==> src/rtl/mmio_dispatch.sv <==
// MMIO command dispatcher: routes one command at a time to an APB master or a memory port.
// Optional access timeout is built when MMIO_DISPATCH_TIMEOUT_EN is defined.
module mmio_dispatch #(
    parameter int TIMEOUT = 1024
) (
    input  logic        clock,
    input  logic        reset,
    input  logic        cmd_vld_i,
    output logic        cmd_ack_o,
    input  logic        cmd_dir_i,
    input  logic        cmd_apb_i,
    input  logic [3:0]  cmd_tag_i,
    input  logic [15:0] cmd_len_i,
    input  logic [27:0] cmd_adr_i,
    output logic        mmio_busy_o,
    output logic        mmio_done_o,
    output logic        apb_psel_o,
    output logic        apb_penable_o,
    output logic        apb_pwrite_o,
    output logic [27:0] apb_paddr_o,
    output logic [15:0] apb_pwdata_o,
    input  logic [15:0] apb_prdata_i,
    input  logic        apb_pready_i,
    input  logic        apb_pslverr_i,
    output logic        mem_req_o,
    input  logic        mem_ack_i,
    output logic        mem_dir_o,
    output logic [27:0] mem_adr_o,
    output logic [15:0] mem_len_o,
    input  logic        mem_done_i,
    input  logic        mem_err_i,
    output logic        rsp_vld_o,
    input  logic        rsp_rdy_i,
    output logic [3:0]  rsp_tag_o,
    output logic [1:0]  rsp_sts_o,
    output logic [15:0] rsp_dat_o
);

    if (TIMEOUT < 2) begin : g_timeout_check
        $error("mmio_dispatch: TIMEOUT must be at least 2");
    end

    typedef enum logic [5:0] {
        IDLE       = 6'b000001,
        APB_SETUP  = 6'b000010,
        APB_ACCESS = 6'b000100,
        MEM_REQ    = 6'b001000,
        MEM_WAIT   = 6'b010000,
        RESP       = 6'b100000
    } state_t;

    state_t      r_state;
    state_t      w_next;
    logic        w_ack;
    logic        w_cap;
    logic [1:0]  w_sts;
    logic [15:0] w_dat;
    logic        w_bus;
    logic        w_tmo;

    logic        r_dir;
    logic        r_apb;
    logic [3:0]  r_tag;
    logic [15:0] r_len;
    logic [27:0] r_adr;
    logic [1:0]  r_sts;
    logic [15:0] r_dat;

    assign w_bus = (r_state == APB_SETUP) || (r_state == APB_ACCESS) ||
                   (r_state == MEM_REQ)   || (r_state == MEM_WAIT);

`ifdef MMIO_DISPATCH_TIMEOUT_EN
    localparam int TW = $clog2(TIMEOUT + 1);
    localparam logic [TW-1:0] TMO_LAST = TW'(TIMEOUT - 1);
    logic [TW-1:0] r_tmo;

    // Counter sits at zero outside bus states, so it is clear on every bus entry.
    always_ff @(posedge clock or posedge reset) begin
        if (reset)
            r_tmo <= '0;
        else if (w_bus)
            r_tmo <= r_tmo + 1'b1;
        else
            r_tmo <= '0;
    end

    assign w_tmo = w_bus && (r_tmo == TMO_LAST);
`else
    assign w_tmo = 1'b0;
`endif

    always_comb begin
        w_next = r_state;
        w_ack  = 1'b0;
        w_cap  = 1'b0;
        w_sts  = 2'd0;
        w_dat  = 16'd0;
        case (r_state)
            IDLE: begin
                if (cmd_vld_i) begin
                    w_ack  = 1'b1;
                    w_next = cmd_apb_i ? APB_SETUP : MEM_REQ;
                end
            end
            APB_SETUP:  w_next = APB_ACCESS;
            APB_ACCESS: begin
                if (apb_pready_i) begin
                    w_cap  = 1'b1;
                    w_sts  = {1'b0, apb_pslverr_i};
                    w_dat  = (r_apb && r_dir) ? apb_prdata_i : 16'd0;
                    w_next = RESP;
                end
            end
            MEM_REQ: begin
                if (mem_ack_i)
                    w_next = MEM_WAIT;
            end
            MEM_WAIT: begin
                if (mem_done_i) begin
                    w_cap  = 1'b1;
                    w_sts  = {1'b0, mem_err_i};
                    w_next = RESP;
                end
            end
            RESP: begin
                if (rsp_rdy_i)
                    w_next = IDLE;
            end
            default: w_next = IDLE;
        endcase
        // A completion in the same cycle as the timeout wins.
        if (w_tmo && !w_cap) begin
            w_cap  = 1'b1;
            w_sts  = 2'd2;
            w_dat  = 16'd0;
            w_next = RESP;
        end
    end

    always_ff @(posedge clock or posedge reset) begin
        if (reset) begin
            r_state <= IDLE;
            r_dir   <= 1'b0;
            r_apb   <= 1'b0;
            r_tag   <= 4'd0;
            r_len   <= 16'd0;
            r_adr   <= 28'd0;
            r_sts   <= 2'd0;
            r_dat   <= 16'd0;
        end else begin
            r_state <= w_next;
            if (w_ack) begin
                r_dir <= cmd_dir_i;
                r_apb <= cmd_apb_i;
                r_tag <= cmd_tag_i;
                r_len <= cmd_len_i;
                r_adr <= cmd_adr_i;
            end
            if (w_cap) begin
                r_sts <= w_sts;
                r_dat <= w_dat;
            end
        end
    end

    // Ack is gated by reset so it is low for the whole reset interval.
    assign cmd_ack_o     = w_ack && !reset;
    assign mmio_busy_o   = (r_state != IDLE);
    assign mmio_done_o   = (r_state == RESP) && rsp_rdy_i;

    assign apb_psel_o    = (r_state == APB_SETUP) || (r_state == APB_ACCESS);
    assign apb_penable_o = (r_state == APB_ACCESS);
    assign apb_pwrite_o  = !r_dir;
    assign apb_paddr_o   = r_adr;
    assign apb_pwdata_o  = r_len;

    assign mem_req_o     = (r_state == MEM_REQ);
    assign mem_dir_o     = r_dir;
    assign mem_adr_o     = r_adr;
    assign mem_len_o     = r_len;

    assign rsp_vld_o     = (r_state == RESP);
    assign rsp_tag_o     = r_tag;
    assign rsp_sts_o     = r_sts;
    assign rsp_dat_o     = r_dat;

endmodule

==> config.mk <==
export PLATFORM = sky130hd
export DESIGN_NAME = mmio_dispatch
export DESIGN_NICKNAME = d
export VERILOG_FILES = /design/src/rtl/mmio_dispatch.sv
export SDC_FILE = /design/constraint.sdc
export NUM_CORES = 1
export LEC_CHECK = 0
export ABC_CLOCK_PERIOD_IN_PS = 2200
export CAP_MARGIN = 15
export CORE_ASPECT_RATIO = 1.4
export CORE_MARGIN = 5
export CORE_UTILIZATION = 34
export CTS_CLUSTER_DIAMETER = 30
export CTS_CLUSTER_SIZE = 30
export DETAILED_ROUTE_END_ITERATION = 6
export GPL_ROUTABILITY_DRIVEN = 0
export PLACE_DENSITY = 0.86
export SYNTH_ARGS = -nofsm -noshare
export SYNTH_HDL_FRONTEND = slang
export SYNTH_SLANG_ARGS = --single-unit
==> constraint.sdc <==
create_clock -name clock -period 2.2 [get_ports clock]
set_clock_uncertainty 0.1 [all_clocks]
set_input_delay 0.33 -clock clock [delete_from_list [all_inputs] [get_ports clock]]
set_output_delay 0.33 -clock clock [all_outputs]
set_load 0.05 [all_outputs]
==> metrics.csv <==
metric,value,unit
yosysSeqAreaShare,56.7,%
hold_viol,0,
cts_hold_buf,0,
routedWlPerCell,17.4,microns
synth_nets,319,
worstPathArrival,1750,ps
dp.cells,495,
ys.flop_type,dfrtp_1,
grt_max_degree,74,
path_buf_inv,1,
core,0.00935,sq mm
antenna_cells,0,
drtPass1Iterations,4,
crit_fanout,5,
synth_top_area_share,55.9,%
period_share,99.0,%
whs,395,ps
max_stage_delay,540,ps
fmax,459,MHz
postPlaceCellArea,0.00499,sq mm
boundaryPins,194,
relSlewSlack,46.9,%
fillers,775,
die-width,92.3,microns
yosysTopAreaCell,dfrtp_1,
path_cells,"or4_4, nor3b_4, buf_12",
remaining_drc_errors,0,
track_usage,15.8,%
crit_required,1770,ps
netlist_area,0.00322,sq mm
critical-path-top-delay-family,simple AND/OR/NAND/NOR gates,
ant_nets,0,
clock-sinks,73,
vias_per_cell,4.70,
dieArea,0.0116,sq mm
initial_core_util,34.4,%
cts_htree_levels,3,
stdcell_count,519,
hp-class,flop to flop,
slowest_stage,or4_4,
ys_top_cells_by_count,"dfrtp_1 (72), mux2_2 (49), buf_4 (45), a22o_1 (16), nor2_1 (9)",
final_area,0.00548,sq mm
worst-r2r-cell-count,7,
final.min_clock_period,2180,ps
wl,9.02,mm
die_y,125,microns
syn2layout_area_growth,70.1,%
syn_inst,244,
startpoint_type,flop,
end_kind,primary output,
synth_edf_count,0,
antenna_found_initial,0,
row_count,42,
rsz0062_at_grt,true,
tritoncts.num_buffers,9,
worstSetupStartpoint,r_state[5]$_DFFE_PP0P_,
clockBufferDepth,2,
nets,479,
cp.depth,3,
async_reset_ff_share,100,%
r2r_slack,70,ps
reg2reg_from,r_state[0]$_DFFE_PP1P_,
grt_pass1_vias,2722,
numPortBuffers,192,
drt-initial-drc-count,48,
outcome,"complete, no violations",
syn_avg_cell_area,13.2,sq um
grt_first_pass_wirelength,14.3,mm
cts_root_buf,clkbuf_16,
clk_latency,330,ps
synth.area.top_cells,"dfrtp_1 (56%), mux2_2 (17%), buf_4 (10%), a22o_1 (4.3%), buf_2 (1.1%)",
cts_tree,yes,
grt-ovfl-total,0,
cap_viol_max_count,0,
crit_type,flop to primary output,
setup.worst_path.end,mem_req_o,
dp_hpwl,6.85,mm
ys_ff_latch,73,
yosys_warnings,0,
cts.reportedPaths.clkPinSlew,60,ps
finalSetupViolCount,0,
r2r-end,apb_paddr_o[10]$_DFFE_PP0P_,
drive_gt1_share,23.2,%
yosysMostFrequentCell,dfrtp_1,
tightest_slew,797,ps
vias,2439,
slew_violations,0,
synth_cell_types,33,
## final cells by class
type / count / area (sq um) / area share (%)
inverters: 7 / 30.0 / 0.548
multi-input cells: 109 / 1000 / 18.3
flip-flops and latches: 73 / 1830 / 33.3
clock buffers: 11 / 253 / 4.61
repair buffers: 204 / 2110 / 38.4
clock inverters: 5 / 125 / 2.28
well taps: 110 / 138 / 2.51
## flip-flops by register name, summed over array words and instances, names as in the netlist
register,flops
r_apb,1
rsp_tag_o,4
r_state,6
rsp_dat_o,16
apb_pwdata_o,16
rsp_sts_o,1
mem_dir_o,1
apb_paddr_o,28
## metrics by stage
stage	util, %	TNS (ps)	worst slack [ps]
CTS	58.3	0	6.04
finish	58.6	0	21.8
detailed placement	53.4	0	173
global route	58.6	-67.7	-29.7
global placement	53.4	0	256
floorplan	-	0	58.9
## worst min path at each step
stage	cells past startpoint	endpoint	slack, ps	startpoint
finish	1	r_apb$_DFFE_PP0P_	390	r_apb$_DFFE_PP0P_
global route	1	r_apb$_DFFE_PP0P_	410	r_apb$_DFFE_PP0P_
CTS	1	r_apb$_DFFE_PP0P_	390	r_apb$_DFFE_PP0P_
detailed placement	1	r_apb$_DFFE_PP0P_	380	r_apb$_DFFE_PP0P_
global placement	1	r_apb$_DFFE_PP0P_	370	r_apb$_DFFE_PP0P_
floorplan	1	r_state[0]$_DFFE_PP1P_	310	cmd_vld_i
## logic make-up after synthesis
group / count (synthesis) / share of synthesized area, %
DFF: 73 / 56.7
buffers and inverters: 62 / 13.3
muxes: 49 / 17.1
AOI/OAI and AO/OA: 30 / 7.34
and+or+nand+nor: 28 / 5.09
xor gates and xnor gates: 1 / 0.272
other: 1 / 0.116
## cells in the final DEF (no fill, tap or decap), drive strengths merged, types with 2 or more instances in the layout
master / n
a21o: 2
dfrtp: 72
inv: 6
bufinv: 4
o21ai: 3
clkdlybuf4s50: 185
a22o: 16
a21oi: 4
clkbuf: 11
and3: 2
nand3: 2
nand2b: 4
a221o: 2
mux2: 49
nor3: 3
or4: 2
buf: 18
nor2b: 2
nor2: 9
## repair_timing
action,4_1_cts,5_1_grt
endpoints found under the setup margin,2,4
gates cloned,1,0
pin swaps,3,1
setup buffers,5,2
resized for setup,3,3
## routing by layer
metal / vias to the layer above / routed length, microns / share of wire (%) / global-route usage [%]
met5: - / 0 / 0 / 0
met4: 0 / 196 / 2.2 / 7.26
li1: 1116 / - / - / -
met3: 15 / 582 / 6.5 / 4.03
met1: 1196 / 3270 / 36 / 15.8
met2: 112 / 4970 / 55 / 29.9
Power is left out: the tool's default activity adds up to more than one toggle a clock period on the data nets, which glitch-free logic cannot reach.
